$ cat config.mk
export PLATFORM = sky130hd
export DESIGN_NAME = data_memory_bytelane
export DESIGN_NICKNAME = d
export VERILOG_FILES = /design/src/rtl/data_memory_bytelane.sv
export SDC_FILE = /design/constraint.sdc
export NUM_CORES = 2
export LEC_CHECK = 0
export BUFFER_PORTS_ARGS = -buffer_cell sky130_fd_sc_hd__buf_2
export CAP_MARGIN = 20
export CORE_MARGIN = 5
export CORE_UTILIZATION = 60
export CTS_CLUSTER_DIAMETER = 40
export CTS_CLUSTER_SIZE = 8
export DETAILED_ROUTE_END_ITERATION = 7
export PLACE_DENSITY = 0.76
export SLEW_MARGIN = 40
export SYNTH_ARGS = -nofsm -noshare
export SYNTH_HDL_FRONTEND = slang
export SYNTH_SLANG_ARGS = --single-unit
$ cat constraint.sdc
create_clock -name i_clock -period 6.15 [get_ports i_clock]
set_input_delay 0.3075 -clock i_clock [delete_from_list [all_inputs] [get_ports i_clock]]
set_output_delay 0.3075 -clock i_clock [all_outputs]
set_load 0.01 [all_outputs]
$ cat src/rtl/data_memory_bytelane.sv
// Byte-addressed data RAM with sign/zero-extending loads, debug read port and sequential clear engine.
// Loads/debug reads: 1-cycle latency; no backpressure, CPU port is inert (stores dropped, loads 0) while o_busy.
module data_memory_bytelane #(
  parameter int NB_DATA      = 32,
  parameter int MEMORY_DEPTH = 64,
  parameter int NB_ADDR      = 8,
  parameter int NB_WADDR     = 6
) (
  input  logic                i_clock,
  input  logic                i_reset_n,
  input  logic                i_enable,
  input  logic                i_mem_write,
  input  logic                i_mem_read,
  input  logic [NB_ADDR-1:0]  i_address,
  input  logic [1:0]          i_size,
  input  logic                i_unsigned,
  input  logic [NB_DATA-1:0]  i_write_data,
  output logic [NB_DATA-1:0]  o_read_data,
  output logic                o_misaligned,
  input  logic                i_debug_read,
  input  logic [NB_WADDR-1:0] i_debug_address,
  output logic [NB_DATA-1:0]  o_debug_data,
  input  logic                i_clear,
  output logic                o_busy
);

  localparam int                NB_LANES = NB_DATA / 8;
  localparam logic [NB_WADDR-1:0] LAST_WORD = NB_WADDR'(MEMORY_DEPTH - 1);

  typedef enum logic {IDLE, CLEAR} state_t;

  logic [NB_DATA-1:0] mem_q [MEMORY_DEPTH] = '{default: '0};

  state_t              state_q, state_d;
  logic [NB_WADDR-1:0] cnt_q, cnt_d;
  logic                busy_q, busy_d;
  logic [NB_DATA-1:0]  rd_q, rd_d;
  logic                mis_q, mis_d;
  logic [NB_DATA-1:0]  dbg_q, dbg_d;

  logic [NB_WADDR-1:0] word;
  logic [1:0]          off;
  logic                sweeping;
  logic                mis;
  logic [NB_DATA-1:0]  rword;
  logic [7:0]          rbyte;
  logic [15:0]         rhalf;
  logic [NB_DATA-1:0]  ld_val;
  logic                we;
  logic [NB_WADDR-1:0] waddr;
  logic [NB_LANES-1:0] wbe;
  logic [NB_DATA-1:0]  wdat;

  assign word     = i_address[NB_ADDR-1:2];
  assign off      = i_address[1:0];
  assign sweeping = (state_q == CLEAR);

  always_comb begin
    mis = 1'b0;
    if (i_enable && (i_mem_read || i_mem_write)) begin
      mis = (i_size == 2'b01 && off[0]) || (i_size == 2'b10 && off != 2'b00) || (i_size == 2'b11);
    end

    rword = mem_q[word];
    rbyte = rword[{off, 3'b000} +: 8];
    rhalf = off[1] ? rword[31:16] : rword[15:0];
    case (i_size)
      2'b00:   ld_val = i_unsigned ? {{(NB_DATA-8){1'b0}}, rbyte}
                                   : {{(NB_DATA-8){rbyte[7]}}, rbyte};
      2'b01:   ld_val = i_unsigned ? {{(NB_DATA-16){1'b0}}, rhalf}
                                   : {{(NB_DATA-16){rhalf[15]}}, rhalf};
      default: ld_val = rword;
    endcase

    // The sweep owns the write port; CPU stores only land while idle.
    we    = 1'b0;
    waddr = word;
    wbe   = '1;
    wdat  = i_write_data;
    if (sweeping) begin
      we    = 1'b1;
      waddr = cnt_q;
      wdat  = '0;
    end else if (i_enable && i_mem_write && !mis) begin
      we = 1'b1;
      case (i_size)
        2'b00: begin
          wbe  = NB_LANES'(1) << off;
          wdat = {NB_LANES{i_write_data[7:0]}};
        end
        2'b01: begin
          wbe  = NB_LANES'(3) << off;
          wdat = {(NB_LANES/2){i_write_data[15:0]}};
        end
        default: ;
      endcase
    end

    rd_d  = rd_q;
    mis_d = mis_q;
    if (i_enable) begin
      mis_d = mis && !sweeping;
      rd_d  = (i_mem_read && !mis && !sweeping) ? ld_val : '0;
    end

    dbg_d = i_debug_read ? mem_q[i_debug_address] : dbg_q;

    state_d = state_q;
    cnt_d   = cnt_q;
    busy_d  = busy_q;
    case (state_q)
      IDLE: begin
        if (i_clear) begin
          state_d = CLEAR;
          cnt_d   = '0;
          busy_d  = 1'b1;
        end
      end
      CLEAR: begin
        cnt_d = cnt_q + 1'b1;
        if (cnt_q == LAST_WORD) begin
          state_d = IDLE;
          cnt_d   = '0;
          busy_d  = 1'b0;
        end
      end
      default: state_d = IDLE;
    endcase
  end

  always_ff @(posedge i_clock or negedge i_reset_n) begin
    if (!i_reset_n) begin
      state_q <= IDLE;
      cnt_q   <= '0;
      busy_q  <= 1'b0;
      rd_q    <= '0;
      mis_q   <= 1'b0;
      dbg_q   <= '0;
    end else begin
      state_q <= state_d;
      cnt_q   <= cnt_d;
      busy_q  <= busy_d;
      rd_q    <= rd_d;
      mis_q   <= mis_d;
      dbg_q   <= dbg_d;
    end
  end

  // Array is deliberately outside reset so an interrupted sweep leaves untouched words intact.
  always_ff @(posedge i_clock) begin
    if (we) begin
      for (int i = 0; i < NB_LANES; i++) begin
        if (wbe[i]) mem_q[waddr][8*i +: 8] <= wdat[8*i +: 8];
      end
    end
  end

  assign o_read_data  = rd_q;
  assign o_misaligned = mis_q;
  assign o_debug_data = dbg_q;
  assign o_busy       = busy_q;

endmodule

==> flow_summary.yaml <==
routing:
  drc_errors: 31
  drtIter0Drc: 9994
  vias_per_cell: 7.81
  highest_layer: "met5"
  vias: 58900
  routedWlPerCell_um: 44.3
  antenna_left: 0
  firstDrtPassIters: 8
  wl_met1_um: 105000
  wl_met2_um: 151000
  routed-wl-met3_um: 46600
  drt_wl_total_um: 334000
layout:
  fin_nets: 5217
  seqCellArea_um2: 63300
  final_cells: 7544
  fill_cells: 9872
  multi_input_area_um2: 35000
  drive_gt1_frac: 0.422
  area_delta_synth_final_pct: 15.2
worst_setup_path:
  worstPathRequired_ns: 6.69
  reg2reg_depth: 4
  arrival_ns: 4.52
  cp_max_fo: 35
  path_class: "flop to flop"
  crit_path_start_kind: "flop"
  endpoint_kind: "flop"
synth:
  syn_avg_cell_area_um2: 20.7
  synth_top_cell_by_area: "edfxtp_1"
  synth.distinct_cells: 74
  synthFlopType: "edfxtp_1"
  ys_top_cells_by_area: "edfxtp_1 (62%), mux4_2 (27%), dfrtp_1 (1.8%)"
  yosysWarnings: 0
  synth_edf_count: 2048
  synth_nets: 4865
  synth_cells: 4808
  synthTopCellsByCount: "edfxtp_1 (2048), mux4_2 (1191), nor2_1 (342)"
  synth_top_family_by_area: "multiplexers"
  synth_compound_gate_area_share: 0.0188
  synth-simple-area-share: 0.0262
  synth_top_area_share: 0.619
  ys_ff_latch: 2121
  async_flop_share: 0.0344
  muxShareOfSynthArea: 0.297
  synth_xor_area_frac: 0.000264
  synth.most_common_cell: "edfxtp_1"
  yosysSeqAreaShare: 0.637
  syn-cell-area_um2: 99400
  synth-adder-area-share: 0.000126
timing:
  fin_crit_ns: 3.98
  finalSetupTns_ns: 0
  fmax_mhz: 251
  setup_viol: 0
  max_slew.worst_pin.slew_ns: 0.997
  finalClockSkew_ns: 0.0750
  finalMaxSlewViolations: 0
  max_slew_margin: 0.335
  rsz0062_at_grt: "no"
  hold_violations: 0
  fin_crit_sh: 0.647
cts:
  cts_resized: 0
  clk-insertion-delay-late_ns: 0.97
  path_clk_slew_ns: 0.05
  cts_root_buffer: "clkbuf_16"
  cts_buffers: 351
  cts.sinks: 2121
  clock_path_buffers: 4
  htreeDepth: 5
  cts_tree: "done"
die:
  core-area_um2: 165000
  fp.dieArea_um2: 174000
  core.rowCount: 149
  boundaryPins: 122
  die_w_um: 417
  die_h_um: 417
  start_util: 0.603
pwr:
  power.density_nw_per_um2: 343
  p_leak_nw: 37.9
  comb_power_share: 0.117
  switching_share: 0.249
  ir_worst_vdd_mv: 0.364
  internal_power_w: 0.0295
  clockPowerShare: 0.447
  seq_power_share: 0.436
  p_switching_w: 0.00976
global_routing:
  grt_pass1_wl_um: 465000
  antenna_found_initial: 14
  overflow: 0
  first_global_vias: 59200
  grt_start_max_net_pins: 105
  grtUsageTotal: 0.388
placed_design:
  portBuffers: 121
  dp_cells: 6976
  dp.final_hpwl_um: 211000
  place_congestion: 1.04
outcome:
  outcome: "finished, violations left"
  violations: "design-rule violations"
worst_hold_path:
  hold_path.class: "input port to flop"
  whs_path_depth: 3
flow_run:
  drv_cap: 0
-- final timing paths --
check | from | endpoint | slack, ns
min | i_write_data[7] | mem_q[49][7] | 0.06
max in group asynchronous | i_reset_n | state_q | 4.37
max reg2reg | state_q | mem_q[34][3] | 2.17
min in group asynchronous | i_reset_n | o_busy | 0.49
max | state_q | mem_q[34][3] | 2.17
min reg2reg | o_debug_data[20] | o_debug_data[20] | 0.50
-- layout by cell type (no fill, tap or decap), types with 61 or more instances in the layout --
cell,Yosys,routed
edfxtp_1,2048,2048
mux4_2,1191,1191
clkbuf_16,0,359
buf_4,31,188
nand2_1,178,176
nor2_1,342,173
nor2_2,0,155
mux2i_1,127,122
buf_2,65,111
clkbuf_1,171,100
dfrtp_1,73,72
a22oi_1,61,61
-- cells by family after synthesis --
kind of cell / Yosys count
flip-flops: 2121
AO/OA/AOI/OAI: 271
buffers and inverters: 380
multiplexers: 1404
AND/OR/NAND/NOR: 628
adder cells (fa/ha/maj): 1
XOR/XNOR: 3
-- through the flow --
stage	cell area [um2]	hold WS, ns	power (W)	worst slack [ns]	utilization
after floorplan	99400	0.0119	0.0198	1.01	-
after global placement	103000	0.416	0.0216	1.68	0.626
after detailed placement	104000	0.421	0.0217	1.71	0.630
after CTS	114000	0.0125	0.0391	2.42	0.693
after global routing	114000	0.0307	0.0401	2.19	0.695
final	114000	0.0562	0.0392	2.17	0.695
-- critical path, stage by stage, from the launching register on --
cell	delay [ns]
dfrtp_4	0.82
mux2_2	0.44
nor2_1	0.61
nand2_1	0.80
nor2_2	0.85
-- area by class of cell --
| cell class | instances | area share |
|---|---|---|
| sequential | 2121 | 0.553 |
| multi-input combinational | 2307 | 0.305 |
| clock buffer | 465 | 0.0825 |
| timing repair buffer | 372 | 0.0278 |
| tap | 2189 | 0.0239 |
| clock inverter | 78 | 0.00674 |
| inverter | 7 | 0.000230 |
| antenna | 5 | 0.000109 |
-- power by group through the flow --
stage / Sequential [W] / Combinational (W) / Clock [W]
global placement: 0.0173 / 0.00432 / 0
detailed placement: 0.0173 / 0.00441 / 0
floorplan: 0.0172 / 0.00261 / 0
global route: 0.0171 / 0.00466 / 0.0183
CTS: 0.0171 / 0.00445 / 0.0176
finish: 0.0171 / 0.00459 / 0.0176
-- registers in the layout, summed over array words and instances (netlist names) --
signal and flops:
mem_q 2048, o_debug_data 32, o_read_data 32, cnt_q 6, o_busy 1, o_misaligned 1
state_q 1
-- metal layers --
metal | up-vias | GRT usage
met1 | 30600 | 0.497
met2 | 5410 | 0.570
met4 | 22 | 0.278
met3 | 1216 | 0.122
met5 | - | 0.00917
li1 | 21600 | -
-- repair_timing --
item                      in CTS  in global routing
hold buffers                  15                  2
hold endpoints to repair      82                  6
setup buffers                  0                  0
Note: power is estimated with default switching activity, not from simulation.
